**config.mk**
```make
export PLATFORM = sky130hd
export DESIGN_NAME = esp8266_tx_arb_flat
export DESIGN_NICKNAME = d
export VERILOG_FILES = /design/src/rtl/esp8266_pkg.sv /design/src/rtl/esp8266_tx_arb_if.sv /design/src/rtl/esp8266_tx_arb_tx_pacer.sv /design/src/rtl/esp8266_tx_arb.sv /design/src/flat_wrapper.sv
export SDC_FILE = /design/constraint.sdc
export NUM_CORES = 1
export LEC_CHECK = 0
export ABC_AREA = 1
export CORE_MARGIN = 2
export CORE_UTILIZATION = 53
export DETAILED_ROUTE_END_ITERATION = 8
export HOLD_SLACK_MARGIN = 0.1
export PLACE_DENSITY = 0.92
export SLEW_MARGIN = 20
export SYNTH_ARGS = -nofsm -noshare
export SYNTH_HDL_FRONTEND = slang
export SYNTH_SLANG_ARGS = --single-unit
```
**constraint.sdc**
```tcl
create_clock -name sys_clk -period 4.3 [get_ports sys_clk]
set_input_delay 1.075 -clock sys_clk [delete_from_list [all_inputs] [get_ports sys_clk]]
set_output_delay 1.075 -clock sys_clk [all_outputs]
set_load 0.01 [all_outputs]
```
**src/rtl/esp8266_pkg.sv**
```systemverilog
// Shared definitions for the ESP8266 UART transmit path: arbiter state
// encoding, requester indices and the character-time derivation that the
// controller timing also relies on.
package esp8266_pkg;

    typedef enum logic [1:0] {
        IDLE  = 2'd0,
        GRANT = 2'd1,
        DRAIN = 2'd2
    } arb_state_e;

    localparam int REQ_CFG = 0;
    localparam int REQ_APP = 1;

    localparam int PACE_W = 15;

    // One UART character is 10 bit times (start, 8 data, stop).
    function automatic int calc_byte_cycles(input int clk_fre, input int baud_rate);
        return (clk_fre / baud_rate) * 10;
    endfunction

endpackage

```
**src/rtl/esp8266_tx_arb_if.sv**
```systemverilog
// Byte handshake bundle between the two requesters, the arbiter and the
// uart_tx byte port. slave = arbiter side, master = requester/uart side.
interface esp8266_tx_arb_if;

    logic       req0;
    logic       req1;
    logic [7:0] data0;
    logic [7:0] data1;
    logic       flag0;
    logic       flag1;
    logic       last0;
    logic       last1;
    logic       gnt0;
    logic       gnt1;
    logic       rdy0;
    logic       rdy1;
    logic [7:0] tx_data;
    logic       tx_flag;

    modport slave (
        input  req0, req1, data0, data1, flag0, flag1, last0, last1,
        output gnt0, gnt1, rdy0, rdy1, tx_data, tx_flag
    );

    modport master (
        output req0, req1, data0, data1, flag0, flag1, last0, last1,
        input  gnt0, gnt1, rdy0, rdy1, tx_data, tx_flag
    );

endinterface

```
**src/rtl/esp8266_tx_arb_tx_pacer.sv**
```systemverilog
// Loadable down-counter that saturates at zero; idle is high while the
// count is zero. Used to space bytes one UART character time apart.
module tx_pacer
    import esp8266_pkg::*;
#(
    parameter int W = PACE_W
) (
    input  logic         clk,
    input  logic         rst_n,
    input  logic         load,
    input  logic [W-1:0] load_val,
    output logic         idle
);

    logic [W-1:0] count_q;
    logic [W-1:0] count_d;

    // Load on request, otherwise count down and hold at zero.
    always_comb begin
        count_d = count_q;
        if (load) begin
            count_d = load_val;
        end else if (count_q != '0) begin
            count_d = count_q - 1'b1;
        end
    end

    // Counter register.
    always_ff @(posedge clk or negedge rst_n) begin
        if (!rst_n) begin
            count_q <= '0;
        end else begin
            count_q <= count_d;
        end
    end

    assign idle = (count_q == '0);

endmodule

```
**src/rtl/esp8266_tx_arb.sv**
```systemverilog
// Frame-level round-robin arbiter sharing one uart_tx byte port between the
// config sequencer (REQ_CFG) and the payload sender (REQ_APP). Bytes are
// paced to one character time; grants last until the frame has drained.
// Optional macro TX_ARB_TIMEOUT_EN adds an idle-grant timeout and the
// timeout_pulse output.
module esp8266_tx_arb
    import esp8266_pkg::*;
#(
    parameter int CLK_FRE     = 50_000_000,
    parameter int BAUD_RATE   = 115200,
    parameter int BYTE_CYCLES = calc_byte_cycles(CLK_FRE, BAUD_RATE)
`ifdef TX_ARB_TIMEOUT_EN
    , parameter int TIMEOUT_CYCLES = 50_000_000
`endif
) (
    input  logic                   sys_clk,
    input  logic                   sys_rst_n,
    esp8266_tx_arb_if.slave        bus,
    input  logic                   err_clr,
    output logic                   busy,
    output logic                   drop_err
`ifdef TX_ARB_TIMEOUT_EN
    , output logic                 timeout_pulse
`endif
);

    localparam logic [PACE_W-1:0] PACE_LOAD = PACE_W'(BYTE_CYCLES - 1);

    arb_state_e state_q, state_d;
    logic [1:0] gnt_q, gnt_d;
    logic       ptr_q, ptr_d;
    logic [7:0] tx_data_q, tx_data_d;
    logic       tx_flag_q, tx_flag_d;
    logic       drop_q, drop_d;

    logic [1:0] req_v, flag_v, last_v, rdy_v, acc_v;
    logic       drop_set;
    logic       pace_idle;
    logic       timeout_hit;

    assign req_v  = {bus.req1, bus.req0};
    assign flag_v = {bus.flag1, bus.flag0};
    assign last_v = {bus.last1, bus.last0};

    assign rdy_v    = gnt_q & {2{(state_q == GRANT) && pace_idle}};
    assign acc_v    = flag_v & rdy_v;
    assign drop_set = |(flag_v & ~(gnt_q & rdy_v));

    tx_pacer #(.W(PACE_W)) u_pacer (
        .clk      (sys_clk),
        .rst_n    (sys_rst_n),
        .load     (|acc_v),
        .load_val (PACE_LOAD),
        .idle     (pace_idle)
    );

`ifdef TX_ARB_TIMEOUT_EN
    logic [31:0] idle_cnt_q, idle_cnt_d;

    // Count GRANT cycles without an accepted byte; fire once at the limit.
    always_comb begin
        idle_cnt_d  = '0;
        timeout_hit = 1'b0;
        if (state_q == GRANT && acc_v == 2'b00) begin
            if (idle_cnt_q == 32'(TIMEOUT_CYCLES - 1)) begin
                timeout_hit = 1'b1;
            end else begin
                idle_cnt_d = idle_cnt_q + 32'd1;
            end
        end
    end

    // Idle-grant counter register.
    always_ff @(posedge sys_clk or negedge sys_rst_n) begin
        if (!sys_rst_n) begin
            idle_cnt_q <= '0;
        end else begin
            idle_cnt_q <= idle_cnt_d;
        end
    end

    assign timeout_pulse = timeout_hit;
`else
    assign timeout_hit = 1'b0;
`endif

    // Arbitration FSM plus byte forwarding and sticky drop flag.
    always_comb begin
        state_d   = state_q;
        gnt_d     = gnt_q;
        ptr_d     = ptr_q;
        tx_flag_d = |acc_v;
        tx_data_d = tx_data_q;
        drop_d    = drop_q;

        if (acc_v[REQ_APP]) begin
            tx_data_d = bus.data1;
        end else if (acc_v[REQ_CFG]) begin
            tx_data_d = bus.data0;
        end

        if (drop_set) begin
            drop_d = 1'b1;
        end else if (err_clr) begin
            drop_d = 1'b0;
        end

        case (state_q)
            IDLE: begin
                if (req_v == 2'b11) begin
                    gnt_d   = ptr_q ? 2'b10 : 2'b01;
                    ptr_d   = ~ptr_q;
                    state_d = GRANT;
                end else if (req_v != 2'b00) begin
                    gnt_d   = req_v;
                    state_d = GRANT;
                end
            end
            GRANT: begin
                if ((|(acc_v & last_v)) || !(|(req_v & gnt_q)) || timeout_hit) begin
                    state_d = DRAIN;
                end
            end
            DRAIN: begin
                if (pace_idle) begin
                    state_d = IDLE;
                    gnt_d   = 2'b00;
                end
            end
            default: begin
                state_d = IDLE;
                gnt_d   = 2'b00;
            end
        endcase
    end

    // State, grant, pointer and output registers.
    always_ff @(posedge sys_clk or negedge sys_rst_n) begin
        if (!sys_rst_n) begin
            state_q   <= IDLE;
            gnt_q     <= 2'b00;
            ptr_q     <= 1'b0;
            tx_data_q <= 8'h00;
            tx_flag_q <= 1'b0;
            drop_q    <= 1'b0;
        end else begin
            state_q   <= state_d;
            gnt_q     <= gnt_d;
            ptr_q     <= ptr_d;
            tx_data_q <= tx_data_d;
            tx_flag_q <= tx_flag_d;
            drop_q    <= drop_d;
        end
    end

    assign bus.gnt0    = gnt_q[REQ_CFG];
    assign bus.gnt1    = gnt_q[REQ_APP];
    assign bus.rdy0    = rdy_v[REQ_CFG];
    assign bus.rdy1    = rdy_v[REQ_APP];
    assign bus.tx_data = tx_data_q;
    assign bus.tx_flag = tx_flag_q;
    assign busy        = (state_q != IDLE);
    assign drop_err    = drop_q;

endmodule

```
**src/flat_wrapper.sv**
```systemverilog
// flat-port wrapper written by rule: the top's interface ports become plain ports
module esp8266_tx_arb_flat import esp8266_pkg::*;
#(
    parameter int CLK_FRE     = 50_000_000,
    parameter int BAUD_RATE   = 115200,
    parameter int BYTE_CYCLES = calc_byte_cycles(CLK_FRE, BAUD_RATE)

)
  (sys_clk, sys_rst_n, err_clr, busy, drop_err, bus_req0, bus_req1, bus_data0, bus_data1, bus_flag0, bus_flag1, bus_last0, bus_last1, bus_gnt0, bus_gnt1, bus_rdy0, bus_rdy1, bus_tx_data, bus_tx_flag);
  esp8266_tx_arb_if bus_i ();
  input  logic sys_clk;
  input  logic sys_rst_n;
  input  logic err_clr;
  output logic busy;
  output logic drop_err;
  input wire logic [$bits(bus_i.req0)-1:0] bus_req0;
  input wire logic [$bits(bus_i.req1)-1:0] bus_req1;
  input wire logic [$bits(bus_i.data0)-1:0] bus_data0;
  input wire logic [$bits(bus_i.data1)-1:0] bus_data1;
  input wire logic [$bits(bus_i.flag0)-1:0] bus_flag0;
  input wire logic [$bits(bus_i.flag1)-1:0] bus_flag1;
  input wire logic [$bits(bus_i.last0)-1:0] bus_last0;
  input wire logic [$bits(bus_i.last1)-1:0] bus_last1;
  output wire logic [$bits(bus_i.gnt0)-1:0] bus_gnt0;
  output wire logic [$bits(bus_i.gnt1)-1:0] bus_gnt1;
  output wire logic [$bits(bus_i.rdy0)-1:0] bus_rdy0;
  output wire logic [$bits(bus_i.rdy1)-1:0] bus_rdy1;
  output wire logic [$bits(bus_i.tx_data)-1:0] bus_tx_data;
  output wire logic [$bits(bus_i.tx_flag)-1:0] bus_tx_flag;
  assign bus_i.req0 = bus_req0;
  assign bus_i.req1 = bus_req1;
  assign bus_i.data0 = bus_data0;
  assign bus_i.data1 = bus_data1;
  assign bus_i.flag0 = bus_flag0;
  assign bus_i.flag1 = bus_flag1;
  assign bus_i.last0 = bus_last0;
  assign bus_i.last1 = bus_last1;
  assign bus_gnt0 = bus_i.gnt0;
  assign bus_gnt1 = bus_i.gnt1;
  assign bus_rdy0 = bus_i.rdy0;
  assign bus_rdy1 = bus_i.rdy1;
  assign bus_tx_data = bus_i.tx_data;
  assign bus_tx_flag = bus_i.tx_flag;
  esp8266_tx_arb #(.CLK_FRE(CLK_FRE), .BAUD_RATE(BAUD_RATE), .BYTE_CYCLES(BYTE_CYCLES)) u_core (.sys_clk(sys_clk), .sys_rst_n(sys_rst_n), .bus(bus_i), .err_clr(err_clr), .busy(busy), .drop_err(drop_err));
endmodule
```
# ---- Word level (Yosys, flattened, before mapping)
# Index checks and enable logic that the tools add are counted.
dict set report totals {
  inputBits 25
  regBits 30
  latch_bits 0
  elab_cells 56
  ram_bits 0
  mem_count 0
  out_inout_bits 15
  mem_bits_ro 0
}
dict set report op_classes {
  n_mux 15
  bitwise_logic 9
  multipliers 0
  div 0
  n_addsub 1
  order_cmp 0
  eq_ne 6
  shift 0
  reduce_logical 18
}
# op n
set ops {}
lappend ops {{15-bit two-way mux} 2}
lappend ops {{8-bit two-way mux} 2}
lappend ops {{15-bit zero test} 1}
lappend ops {{15-bit nonzero test} 1}
lappend ops {{15-bit by 1-bit subtractor with 15-bit output, second input constant} 1}
lappend ops {{2-bit two-way mux} 7}
lappend ops {{2-bit AND} 6}
lappend ops {{2-bit case mux with 3 select lines} 2}
lappend ops {{2-bit nonzero test} 5}
lappend ops {{2-bit OR reduction} 4}
lappend ops {{3-bit AND reduction} 2}
lappend ops {{2-bit == test, second input constant} 2}
lappend ops {{3-bit by 1-bit inequality test with 1-bit output, second input constant} 1}
lappend ops {{2-bit by 1-bit == test with 1-bit output, second input constant} 1}
lappend ops {{2-bit zero test} 1}
lappend ops {{1-bit two-way mux} 2}
lappend ops {{2-bit by 1-bit inequality test with 1-bit output, second input constant} 1}
lappend ops {{2-bit inequality test, second input constant} 1}
lappend ops {{1-bit NOT} 2}
lappend ops {{2-bit NOT} 1}
lappend ops {{2-bit AND reduction} 1}
lappend ops {{1-bit logical AND} 1}
lappend ops {{1-bit zero test} 1}
lappend ops {{1-bit logical OR} 1}

# ---- Longest topological paths before layout
dict set report logic_depth {
  depth_word 9
  ltp_mapped 14
  mapped_depth_nobuf 14
}

# ---- Hierarchy
# From an unflattened synthesis, not the netlist that was laid out.
dict set report hier_totals {
  hier_cells 244
  area_unflattened_um2 1825.5
}
# module cells_per_inst area_per_inst_um2 seq_area_each_um2 n_inst
set modules_own_cells {}
lappend modules_own_cells {tx_pacer 139 1007.2 375.4 1}
lappend modules_own_cells {esp8266_tx_arb 105 818.3 375.4 1}

# ---- Worst setup path after synthesis
# No wires, ideal clock.
dict set report synth_path {
  path_kind {flip-flop to output port}
  startpoint {register u_core.u_pacer.count_q[0]}
  endpoint {output port bus_rdy1}
  path_stages_with_launch 11
  setup_slack_ns 1.925
  arrival_time_ns 1.300
  t_required_ns 3.225
  path_buffers 0
  path_cell_list {dfrtp_1 inv_1 ha_1 inv_1 nor2_1 nand2_1 nor2_4 nand2_4 nor2_8 nand2_1 inv_1}
}
dict set report synth_between {
  elab_chain_len 3
}
# element line
set synth_rtl {}
lappend synth_rtl {{from (decl)} esp8266_tx_arb_tx_pacer.sv:15} ;# logic [W-1:0] count_q;
lappend synth_rtl {{from (signal assigned)} esp8266_tx_arb_tx_pacer.sv:33} ;# count_q <= count_d;
lappend synth_rtl {{15-bit zero test} esp8266_tx_arb_tx_pacer.sv:37} ;# assign idle = (count_q == '0);
lappend synth_rtl {{1-bit logical AND} esp8266_tx_arb.sv:45} ;# assign rdy_v = gnt_q & {2{(state_q == GRANT) && pace_idle}};
lappend synth_rtl {{2-bit AND} esp8266_tx_arb.sv:45}
lappend synth_rtl {{to (decl)} flat_wrapper.sv:27} ;# output wire logic [$bits(bus_i.rdy1)-1:0] bus_rdy1;
# No other way between the ends.

# ---- Worst setup path after layout
dict set report layout_path {
  startpoint {register u_core.u_pacer.count_q[0]}
  endpoint {output port bus_rdy0}
}
dict set report layout_between {
  elab_chain_len 3
}
# element line
set layout_rtl {}
lappend layout_rtl {{15-bit zero test} esp8266_tx_arb_tx_pacer.sv:37}
lappend layout_rtl {{1-bit logical AND} esp8266_tx_arb.sv:45}
lappend layout_rtl {{2-bit AND} esp8266_tx_arb.sv:45}
lappend layout_rtl {{to (decl)} flat_wrapper.sv:26} ;# output wire logic [$bits(bus_i.rdy0)-1:0] bus_rdy0;
# No other way between the ends.

==> results by group <==
Status
  – Status: finished, final reports clean

Detailed routing
  – Vias per cell: 4.944
  – DR WL/cell: 11.46 µm
  – DR pass1 iterations: 4
  – DR DRC count: 0
  – Wirelength, routed: 3.071 mm
  – Via count: 1,325
  – Final ANT Viol Nets: 0
  – DR iter-0 viols: 65

Yosys
  – Mapped Cells: 190
  – Primary FF master, synth: dfrtp_1
  – Post-synth top area share: 45.42%
  – Synthesized Nets: 217
  – Synth async-reset ratio: 100.0%
  – Most frequent cells after synthesis: nand2_1, dfrtp_1, inv_1, nor2_1, nand3_1
  – Count leader, synth: nand2_1
  – Cell Area, Synth: 0.001653 mm²
  – Post-synthesis cell type count: 28
  – Number of synthesized flops with an enable pin: 0
  – Seq/Total Area, Yosys: 45.42%
  – Register bit total from synthesis: 30
  – Syn Area/Cell: 8.699 µm²
  – Ys Warns: 0
  – Synth area leaders: dfrtp_1, nand2_1, inv_1, o211ai_2, nand3_1
  – Leading area contributor after synthesis: dfrtp_1

Pwr
  – PD cells: 253.7 mW/mm²
  – Switching Share: 20.17%
  – Final Power: 0.5402 mW
  – Clock power share: 39.7%
  – Cell-internal power: 0.4312 mW
  – Combinational Power Share: 7.5%
  – Worst vdd ir: 0.0001934 V
  – Pleak: 1.133 nW
  – Switching pwr: 0.1090 mW
  – Reg power frac: 52.8%

Worst setup path
  – CP Data Required Time: 3.22 ns
  – Worst Setup End Kind: output port
  – Crit-path max FO: 10
  – Worst setup SP type: flip-flop
  – WS Path Type: reg2out
  – Arrival time at the worst endpoint: 2.28 ns

Global route
  – Number of global-route vias before repair: 1,305
  – GRT Util Overall: 19.58%
  – First-pass GRT wire length: 5.188 mm
  – Global route overflow: 0
  – Initial antenna violation count: 0
  – Largest net degree at the start of global routing: 31

Final layout
  – Share of layout cells above drive strength 1: 11.06%
  – Ant diodes: 0
  – Final Cell Area: 0.002130 mm²
  – Final Util: 70.92%
  – Layout area overhead: 28.84%
  – Final net count: 261

Clock network
  – CTS buffer count: 5
  – Clk_lat worst skew: 0.33 ns
  – Number of setup buffers added after CTS: 0
  – TritonCTS clock tree: done
  – Cts repair resizes: 0
  – Clock Path Buffers: 2
  – Clk sinks: 30
  – # H-tree levels: 2
  – Clk slew on worst S/H paths: 0.08 ns
  – Hold_buf cts: 0
  – CTS root buf: clkbuf_4

Placement
  – Port Buffer Count: 39
  – DPL Wire Length: 2.397 mm
  – Dpl cell area: 0.002054 mm²
  – RePlAce Congestion: 0.7836

Hold path
  – Hold Path Class: reg2reg

Die
  – Initial Util: 55.04%
  – Core ar.: 0.003003 mm²
  – Num rows: 20
  – Die width: 59.85 µm
  – DIE AREA: 0.003581 mm²
  – # IOs: 40
  – Die height: 59.85 µm

Job
  – Max-cap violations: 0

Timing
  – Unrepaired setup endpoints after global routing: false
  – Fmax: 0.2983 GHz
  – Normalized max-slew margin: 75.37%
  – Final setup viols: 0
  – Final slew viol count: 0
  – Minimum clock period: 3.353 ns
  – Final Skew: 0.008542 ns
  – Sum Neg Setup Slack: 0 ns
  – Slew @ Worst Pin: 0.3695 ns
  – Final period utilization: 77.97%
  – Final Hold Viols: 0
[power groups by stage]
stage          clock, mW  sequential, mW  combinational [mW]
5_1_grt            0.235           0.286              0.0440
3_3_place_gp           0           0.291              0.0401
3_5_place_dp           0           0.291              0.0410
2_1_floorplan          0           0.291             0.00640
6_report           0.215           0.285              0.0404
4_1_cts            0.218           0.285              0.0412
[routing by layer]
layer  vias up  wire length (µm)  GRT usage, %
li1        688                 -             -
met1       605              1273         20.91
met2        26              1585         35.09
met3         6               160         6.926
met4         0                51         7.302
met5         -                 0             0
[registers in the layout, indices dropped and copies added, names as in the netlist]
register	cells
u_core.bus.tx_data	8
u_core.bus.tx_flag	1
u_core.drop_err	1
u_core.gnt_q	2
u_core.ptr_q	1
u_core.state_q	2
u_core.u_pacer.count_q	15
[area by class of cell]
type	instances	area (µm²)
flip-flops and latches	30	750.7
inverters	29	108.9
multi-input cells	128	755.7
fillers	234	873.3
repair buffers	40	397.9
clock inverters	1	30.03
well taps	33	41.29
clock buffers	7	45.04
[placed cells by master (no fill, tap or decap)]
cell type        synthesis  final
nand2_1                 52     52
clkdlybuf4s50_1          0     39
dfrtp_1                 30     30
inv_1                   28     28
nor2_1                  13     13
nand3_1                 11     11
o21ai_0                  9      9
o211ai_2                 8      8
xor2_1                   6      6
clkbuf_4                 0      5
nand2_4                  3      3
nand4_1                  3      3
a21oi_1                  3      3
nor2_4                   2      2
nor2_8                   2      2
nand3b_1                 2      2
o21ai_1                  2      2
o21bai_1                 2      2
ha_1                     2      2
clkbuf_1                 0      2
or2_1                    1      1
nor2_2                   1      1
nand2_2                  1      1
nand3_4                  1      1
inv_2                    1      1
nor3_1                   1      1
or2_0                    1      1
xnor2_1                  1      1
o211ai_1                 1      1
bufinv_16                0      1
buf_4                    0      1
[final timing paths]
path	from	to	slack [ns]	depth (start not counted)
min in group asynchronous	sys_rst_n	u_core.u_pacer.count_q[11]	1.13	2
max	u_core.u_pacer.count_q[0]	bus_rdy0	0.95	11
min reg2reg	u_core.u_pacer.count_q[14]	u_core.u_pacer.count_q[14]	0.47	1
max reg2reg	u_core.u_pacer.count_q[0]	u_core.bus.tx_data[1]	2.13	13
min	u_core.u_pacer.count_q[14]	u_core.u_pacer.count_q[14]	0.47	1
max in group asynchronous	sys_rst_n	u_core.u_pacer.count_q[14]	2.90	2
[cells by family after synthesis]
group | Yosys count | share of synthesized area, %
compound gates | 25 | 11.66
xor+xnor | 7 | 3.709
fa+ha+maj | 2 | 1.514
buf+inv | 32 | 8.856
flops | 30 | 45.42
simple gates | 94 | 28.84
[per-stage QoR]
step | setup slack, ns | cells | hold WS (ns)
after floorplan | 1.925 | 190 | 0.4460
after global placement | 1.390 | 260 | 0.4614
after detailed placement | 1.296 | 260 | 0.4629
after CTS | 0.9237 | 268 | 0.4807
after global routing | 0.7972 | 268 | 0.4925
final | 0.9472 | 268 | 0.4702
[worst max-delay path: stages (launching register included)]
cell and delay (ns):
dfrtp_1 0.39, inv_1 0.14, ha_1 0.17, inv_1 0.04, nor2_1 0.07, nand2_1 0.08, nor2_4 0.12, nand2_4 0.12
nor2_8 0.14, nand2_1 0.09, inv_1 0.06, clkdlybuf4s50_1 0.52
Note: power is estimated with default switching activity, not from simulation.
